<file path="src/rtl/mem_arbiter.sv">
// Arbiter sharing one memory port between instruction fetch (read-only) and data (r/w).
// The grant is registered; memory drive and response forwarding are combinational from it.
module mem_arbiter #(
  parameter int PRIORITY = 0,
  parameter int TIMEOUT  = 0
) (
  input  logic       clk,
  input  logic       rst,
  input  logic       i_read,
  input  logic [7:0] i_addr,
  output logic       i_resp,
  output logic [7:0] i_rdata,
  input  logic       d_read,
  input  logic       d_write,
  input  logic [7:0] d_addr,
  input  logic [7:0] d_wdata,
  output logic       d_resp,
  output logic [7:0] d_rdata,
  output logic       mem_read,
  output logic       mem_write,
  output logic [7:0] mem_addr,
  output logic [7:0] mem_wdata,
  input  logic       mem_resp,
  input  logic [7:0] mem_rdata,
  output logic [1:0] grant,
  output logic       timeout_err
);

  // Encoding doubles as the grant status value.
  typedef enum logic [1:0] {IDLE = 2'b00, SERVE_I = 2'b01, SERVE_D = 2'b10} state_e;

  localparam logic       LAST_I = 1'b0;
  localparam logic       LAST_D = 1'b1;
  localparam logic [7:0] TO_M1  = 8'((TIMEOUT > 0) ? TIMEOUT - 1 : 0);

  state_e     state_q, state_d;
  logic       last_q, last_d;
  logic [7:0] cnt_q, cnt_d;
  logic       terr_q, terr_d;

  logic i_req, d_req, gnt_i, gnt_d, req_g, wd_fire;

  always_comb begin
    i_req   = i_read;
    d_req   = d_read | d_write;
    gnt_i   = (state_q == SERVE_I);
    gnt_d   = (state_q == SERVE_D);
    req_g   = gnt_i ? i_req : (gnt_d ? d_req : 1'b0);
    // An aborted request (dropped before resp) never trips the watchdog.
    wd_fire = (TIMEOUT > 0) && (gnt_i || gnt_d) && req_g && !mem_resp && (cnt_q == TO_M1);
  end

  always_comb begin
    state_d = state_q;
    last_d  = last_q;
    cnt_d   = cnt_q;
    terr_d  = 1'b0;
    case (state_q)
      IDLE: begin
        cnt_d = 8'd0;
        if (i_req && d_req)
          state_d = ((PRIORITY != 0) || (last_q == LAST_I)) ? SERVE_D : SERVE_I;
        else if (i_req)
          state_d = SERVE_I;
        else if (d_req)
          state_d = SERVE_D;
      end
      SERVE_I, SERVE_D: begin
        if (mem_resp) begin
          state_d = IDLE;
          last_d  = gnt_d ? LAST_D : LAST_I;
          cnt_d   = 8'd0;
        end else if (!req_g) begin
          state_d = IDLE;
          cnt_d   = 8'd0;
        end else if (wd_fire) begin
          state_d = IDLE;
          last_d  = gnt_d ? LAST_D : LAST_I;
          cnt_d   = 8'd0;
          terr_d  = 1'b1;
        end else if (cnt_q != 8'hFF) begin
          cnt_d = cnt_q + 8'd1;
        end
      end
      default: state_d = IDLE;
    endcase
  end

  always_ff @(posedge clk or posedge rst) begin
    if (rst) begin
      state_q <= IDLE;
      last_q  <= LAST_D;
      cnt_q   <= 8'd0;
      terr_q  <= 1'b0;
    end else begin
      state_q <= state_d;
      last_q  <= last_d;
      cnt_q   <= cnt_d;
      terr_q  <= terr_d;
    end
  end

  always_comb begin
    mem_read  = gnt_i ? i_read : (gnt_d ? (d_read & ~d_write) : 1'b0);
    mem_write = gnt_d & d_write;
    mem_addr  = gnt_i ? i_addr : (gnt_d ? d_addr : 8'd0);
    mem_wdata = gnt_d ? d_wdata : 8'd0;
    i_resp    = gnt_i & (mem_resp | wd_fire);
    d_resp    = gnt_d & (mem_resp | wd_fire);
    i_rdata   = (gnt_i && !wd_fire) ? mem_rdata : 8'd0;
    d_rdata   = (gnt_d && !wd_fire) ? mem_rdata : 8'd0;
  end

  assign grant       = state_q;
  assign timeout_err = terr_q;

endmodule

</file>
<file path="config.mk">
export PLATFORM = sky130hd
export DESIGN_NAME = mem_arbiter
export DESIGN_NICKNAME = d
export VERILOG_FILES = /design/src/rtl/mem_arbiter.sv
export SDC_FILE = /design/constraint.sdc
export NUM_CORES = 1
export LEC_CHECK = 0
export CORE_MARGIN = 2
export CORE_UTILIZATION = 40
export CTS_BUF_LIST = sky130_fd_sc_hd__clkbuf_16
export CTS_CLUSTER_DIAMETER = 150
export DETAILED_ROUTE_END_ITERATION = 12
export DONT_BUFFER_PORTS = 1
export PLACE_DENSITY_LB_ADDON = 0.25
export SETUP_SLACK_MARGIN = 0.02
export SYNTH_ARGS = -nofsm -noshare
export SYNTH_HDL_FRONTEND = slang
export SYNTH_SLANG_ARGS = --single-unit
</file>
<file path="constraint.sdc">
create_clock -name clk -period 2.7 [get_ports clk]
set_input_delay 0.27 -clock clk [delete_from_list [all_inputs] [get_ports clk]]
set_output_delay 0.27 -clock clk [all_outputs]
set_load 0.05 [all_outputs]
</file>
# Word-level counts from Yosys, hierarchy flattened
# Cells that the tools add are included.
classes:
  eq_ne: 4
  muxes: 17
  bitwise: 6
  n_reduce_logical: 5
op_table:
  columns: ["operator", "count"]
  rows:
  - ["8-bit two-way mux", 5]
  - ["2-bit two-way mux", 6]
  - ["1-bit two-way mux", 5]
  - ["1-bit AND", 4]
  - ["4-bit != test, second input constant", 1]
  - ["2-bit case mux with 2 select lines", 1]
  - ["2-bit AND reduction", 2]
  - ["3-bit != test, second input constant", 1]
  - ["2-bit by 1-bit == test with 1-bit output, second input constant", 1]
  - ["2-bit == test, second input constant", 1]
  - ["2-bit logical NOT", 1]
  - ["2-bit OR reduction", 1]
  - ["1-bit logical AND", 1]
  - ["1-bit inverter", 1]
  - ["1-bit bitwise OR", 1]
word_totals:
  regBits: 3
  inputBits: 38
  output_inout_bits: 39
  wordCells: 34

# Depth between registers and ports, before layout
logic_depth:
  depth_word: 6
  depth_mapped: 6
  mapped_depth_nobuf: 5

# Least setup slack after synthesis
# OpenSTA, ideal clock, no wires.
synth_timing:
  kind: "reg-to-reg"
  start: "reg state_q[0] (netlist: grant[0])"
  end: "reg state_q[1] (netlist: grant[1])"
  setup_time_ps: 128
  arrival_ps: 1933
  t_required_ps: 2572
  setup_slack_ps: 640
  stages_incl_launch_ff: 6
  period_less_slack_ps: 2060
  cell_sequence: "dfrtp_1 -> inv_1 -> ha_1 -> and4b_1 -> a311oi_2 -> mux2_1"
synth_via:
  elab_chain_len: 5
synth_rtl:
  columns: ["item", "line_no", "source"]
  rows:
  - ["start, declared", "36", "state_e state_q, state_d;"]
  - ["start signal, assigned", "96", "state_q <= state_d;"]
  - ["2-bit == test", "47, 58", null]
  - ["1-bit two-way mux (2 in a row)", "48", "req_g = gnt_i ? i_req : (gnt_d ? d_req : 1'b0);"]
  - ["3-bit != test (no source line)", null, null]
  - ["2-bit AND reduction (no source line)", null, null]
# Several ways; a longest one is shown, not always the timed one.
# A chain may end at the register's enable or synchronous reset.

# Final worst setup path
layout_timing:
  start: "reg state_q[0] (netlist: grant[0])"
  end: "out mem_read"
layout_via:
  elab_chain_len: 3
layout_rtl:
  columns: ["item", "line_no", "source"]
  rows:
  - ["2-bit == test", "47", "gnt_d = (state_q == SERVE_D);"]
  - ["named net gnt_d", "41", "logic i_req, d_req, gnt_i, gnt_d, req_g, wd_fire;"]
  - ["1-bit two-way mux (2 in a row)", "104", "mem_read = gnt_i ? i_read : (gnt_d ? (d_read & ~d_write) : 1'b0);"]
  - ["end, declared", "19", "output logic mem_read,"]
# The timed path passes the listed nets, and every way through them passes these cells.

==> results.json <==
{
  "regArea_sq_um": 76.32,
  "cts_tree": "done",
  "rsz0062_at_grt": "no",
  "drt-pass1-iter-count": 4,
  "cts.hold.buffers_added": 1,
  "reg2regPathDepth": 5,
  "yosysWarningCount": 0,
  "antenna_cells": 0,
  "ys_seq_area_frac": 0.1406,
  "max_cap_viol_count": 0,
  "synthTopCellsByArea": "and2_1 31%, a22o_2 15%, dfrtp_1 9.2%",
  "synth_edf_count": 0,
  "hold_viol": 0,
  "synthesis.nets": 107,
  "tightest_slew_ns": 0.6330,
  "nets": 111,
  "cts_resized": 0,
  "syn_area_sq_um": 543.0,
  "hold_path_class": "input pin to flip-flop",
  "synth.avg_cell_area_sq_um": 8.228,
  "clk_path_buf_depth": 2,
  "reg2reg_from": "grant[0]",
  "grt_util_met1": 0.1471,
  "final_area_sq_um": 651.9,
  "synth_common_cells": "27 x and2_1, 8 x a22o_2, 4 x inv_1",
  "grt_pass1_wl_mm": 1.593,
  "worstPathArrival_ns": 2.15,
  "syn_inst": 66,
  "path_clk_slew_ns": 0.03,
  "drive_gt1_frac": 0.2609,
  "finalCritPeriodShare": 0.8964,
  "drt_iter0_drc": 6,
  "crit_fanout": 10,
  "min_delay_path_depth": 2,
  "cts_buffers": 3,
  "crit_required_ns": 2.43,
  "grt_max_degree": 20,
  "grt_pass1_vias": 409,
  "io-pin-count": 77,
  "syn_to_final_growth_pct": 20.05,
  "core_sq_um": 1285,
  "yosys.area.top_type_share": 0.3111,
  "post_cts_buffers": 0,
  "rows": 13,
  "max_freq_ghz": 0.4132,
  "track_usage": 0.1483,
  "whs_endpoint": "grant[0]",
  "gr-total-overflow": 0,
  "wl_per_cell_microns": 14.83,
  "synth_most_common_cell": "and2_1",
  "die_w_microns": 40.85,
  "start_kind": "flip-flop",
  "path_class": "flip-flop to output port",
  "yosys.area.top_type": "and2_1",
  "remaining_drc_errors": 0,
  "grt_antenna_before_repair": 0,
  "synthFlopType": "dfrtp_1",
  "ys_types": 24,
  "min_from": "i_read",
  "critPathCaptureType": "output port",
  "clk_latency_ns": 0.22,
  "postRouteAntennaNets": 0,
  "top_usage_layer": "met2",
  "holdWs_ns": 0.2165,
  "status": "complete, no violations",
  "fillers": 116,
  "setup_violations": 0,
  "synthArstFlopShare": 1.000,
  "via_per_inst": 5.845,
  "cts.sinks": 3,
  "relSlewSlack": 0.5772,
  "place.gp.congestion": 0.7867,
  "worstReg2RegEnd": "grant[1]",
  "portBuffers": 0,
  "vias": 491,
  "finalWirelength_mm": 1.246,
  "die_area_sq_um": 1668,
  "fin_tns_setup_ns": 0,
  "reg2reg_slack_ns": 0.52,
  "place_area_sq_um": 563.0,
  "multiInputGateArea_sq_um": 410.4,
  "finalCriticalPeriod_ns": 2.420,
  "root_buffer": "clkbuf_16",
  "die_h_microns": 40.85,
  "htreeDepth": 1,
  "met2_usage": 0.2773,
  "finClkSkew_ns": 0.0008360,
  "place_hpwl_mm": 1.011,
  "drv_slew": 0,
  "ys_ff_latch": 3,
  "grtUsageMet3": 0.02174,
  "start_util": 0.4226
}
==> per-layer routing <==
layer | share of wire | vias to the layer above
met5 | 0 | -
met4 | 0.0096 | 0
met3 | 0.13 | 2
met2 | 0.50 | 48
met1 | 0.35 | 217
li1 | - | 224
==> flip-flops by register name, summed over array words and instances (netlist names) <==
name	cells
last_q	1
grant	2
==> worst max-delay path, stage by stage (launching register included) <==
cell and delay [ns]:
dfrtp_1 0.56, inv_1 0.20, ha_1 0.18, nor2b_1 0.53, a32o_1 0.31, buf_12 0.15
==> cell usage in the layout, fill, tap and decap left out <==
cell / instances
conb_1: 1
mux2_1: 1
nor4b_1: 1
dlygate4sd3_1: 1
o21bai_1: 1
nor2b_1: 1
buf_4: 3
nand2_1: 1
mux2i_1: 1
a311oi_2: 1
clkbuf_16: 3
a32o_1: 1
ha_1: 3
buf_12: 1
dfstp_2: 1
dfrtp_1: 2
and4b_1: 1
a21boi_0: 1
inv_1: 5
and2_1: 27
or2_1: 1
and2b_1: 1
nand3_1: 1
mux2_2: 1
a22o_2: 8
==> metrics by stage <==
stage / std cells / utilization / setup WS, ns
2_1_floorplan: 66 / - / 0.6396
3_3_place_gp: 79 / 0.4382 / 0.5234
3_5_place_dp: 79 / 0.4382 / 0.4973
4_1_cts: 84 / 0.5073 / 0.2642
5_1_grt: 84 / 0.5073 / 0.1132
6_report: 84 / 0.5073 / 0.2796
==> kinds of logic after synthesis <==
| kind of cell | Yosys count | synth area share |
|---|---|---|
| AO/OA/AOI/OAI | 12 | 0.2212 |
| adder cells (fa/ha/maj) | 3 | 0.06913 |
| buffers and inverters | 10 | 0.1037 |
| flip-flops | 3 | 0.1406 |
| multiplexers | 3 | 0.05991 |
| other | 1 | 0.006906 |
| AND/OR/NAND/NOR | 34 | 0.3986 |
==> area by class of cell <==
cell class	count	share of cell area
Tap cell	15	0.02879
Timing Repair Buffer	5	0.08061
Multi-Input combinational cell	53	0.6296
Inverter	4	0.02303
Clock inverter	1	0.005758
Sequential cell	3	0.1171
Clock buffer	3	0.1152
==> how the worst max path moves through the flow <==
stage / start / endpoint / slack [ns]
after floorplan: grant[0] / grant[1] / 0.64
after global placement: grant[0] / mem_read / 0.52
after detailed placement: grant[0] / mem_read / 0.50
after CTS: grant[0] / mem_read / 0.26
after global routing: grant[0] / mem_read / 0.11
final: grant[0] / mem_read / 0.28
Power is left out: the tool's default activity adds up to more than one toggle a clock period on the data nets, which glitch-free logic cannot reach.
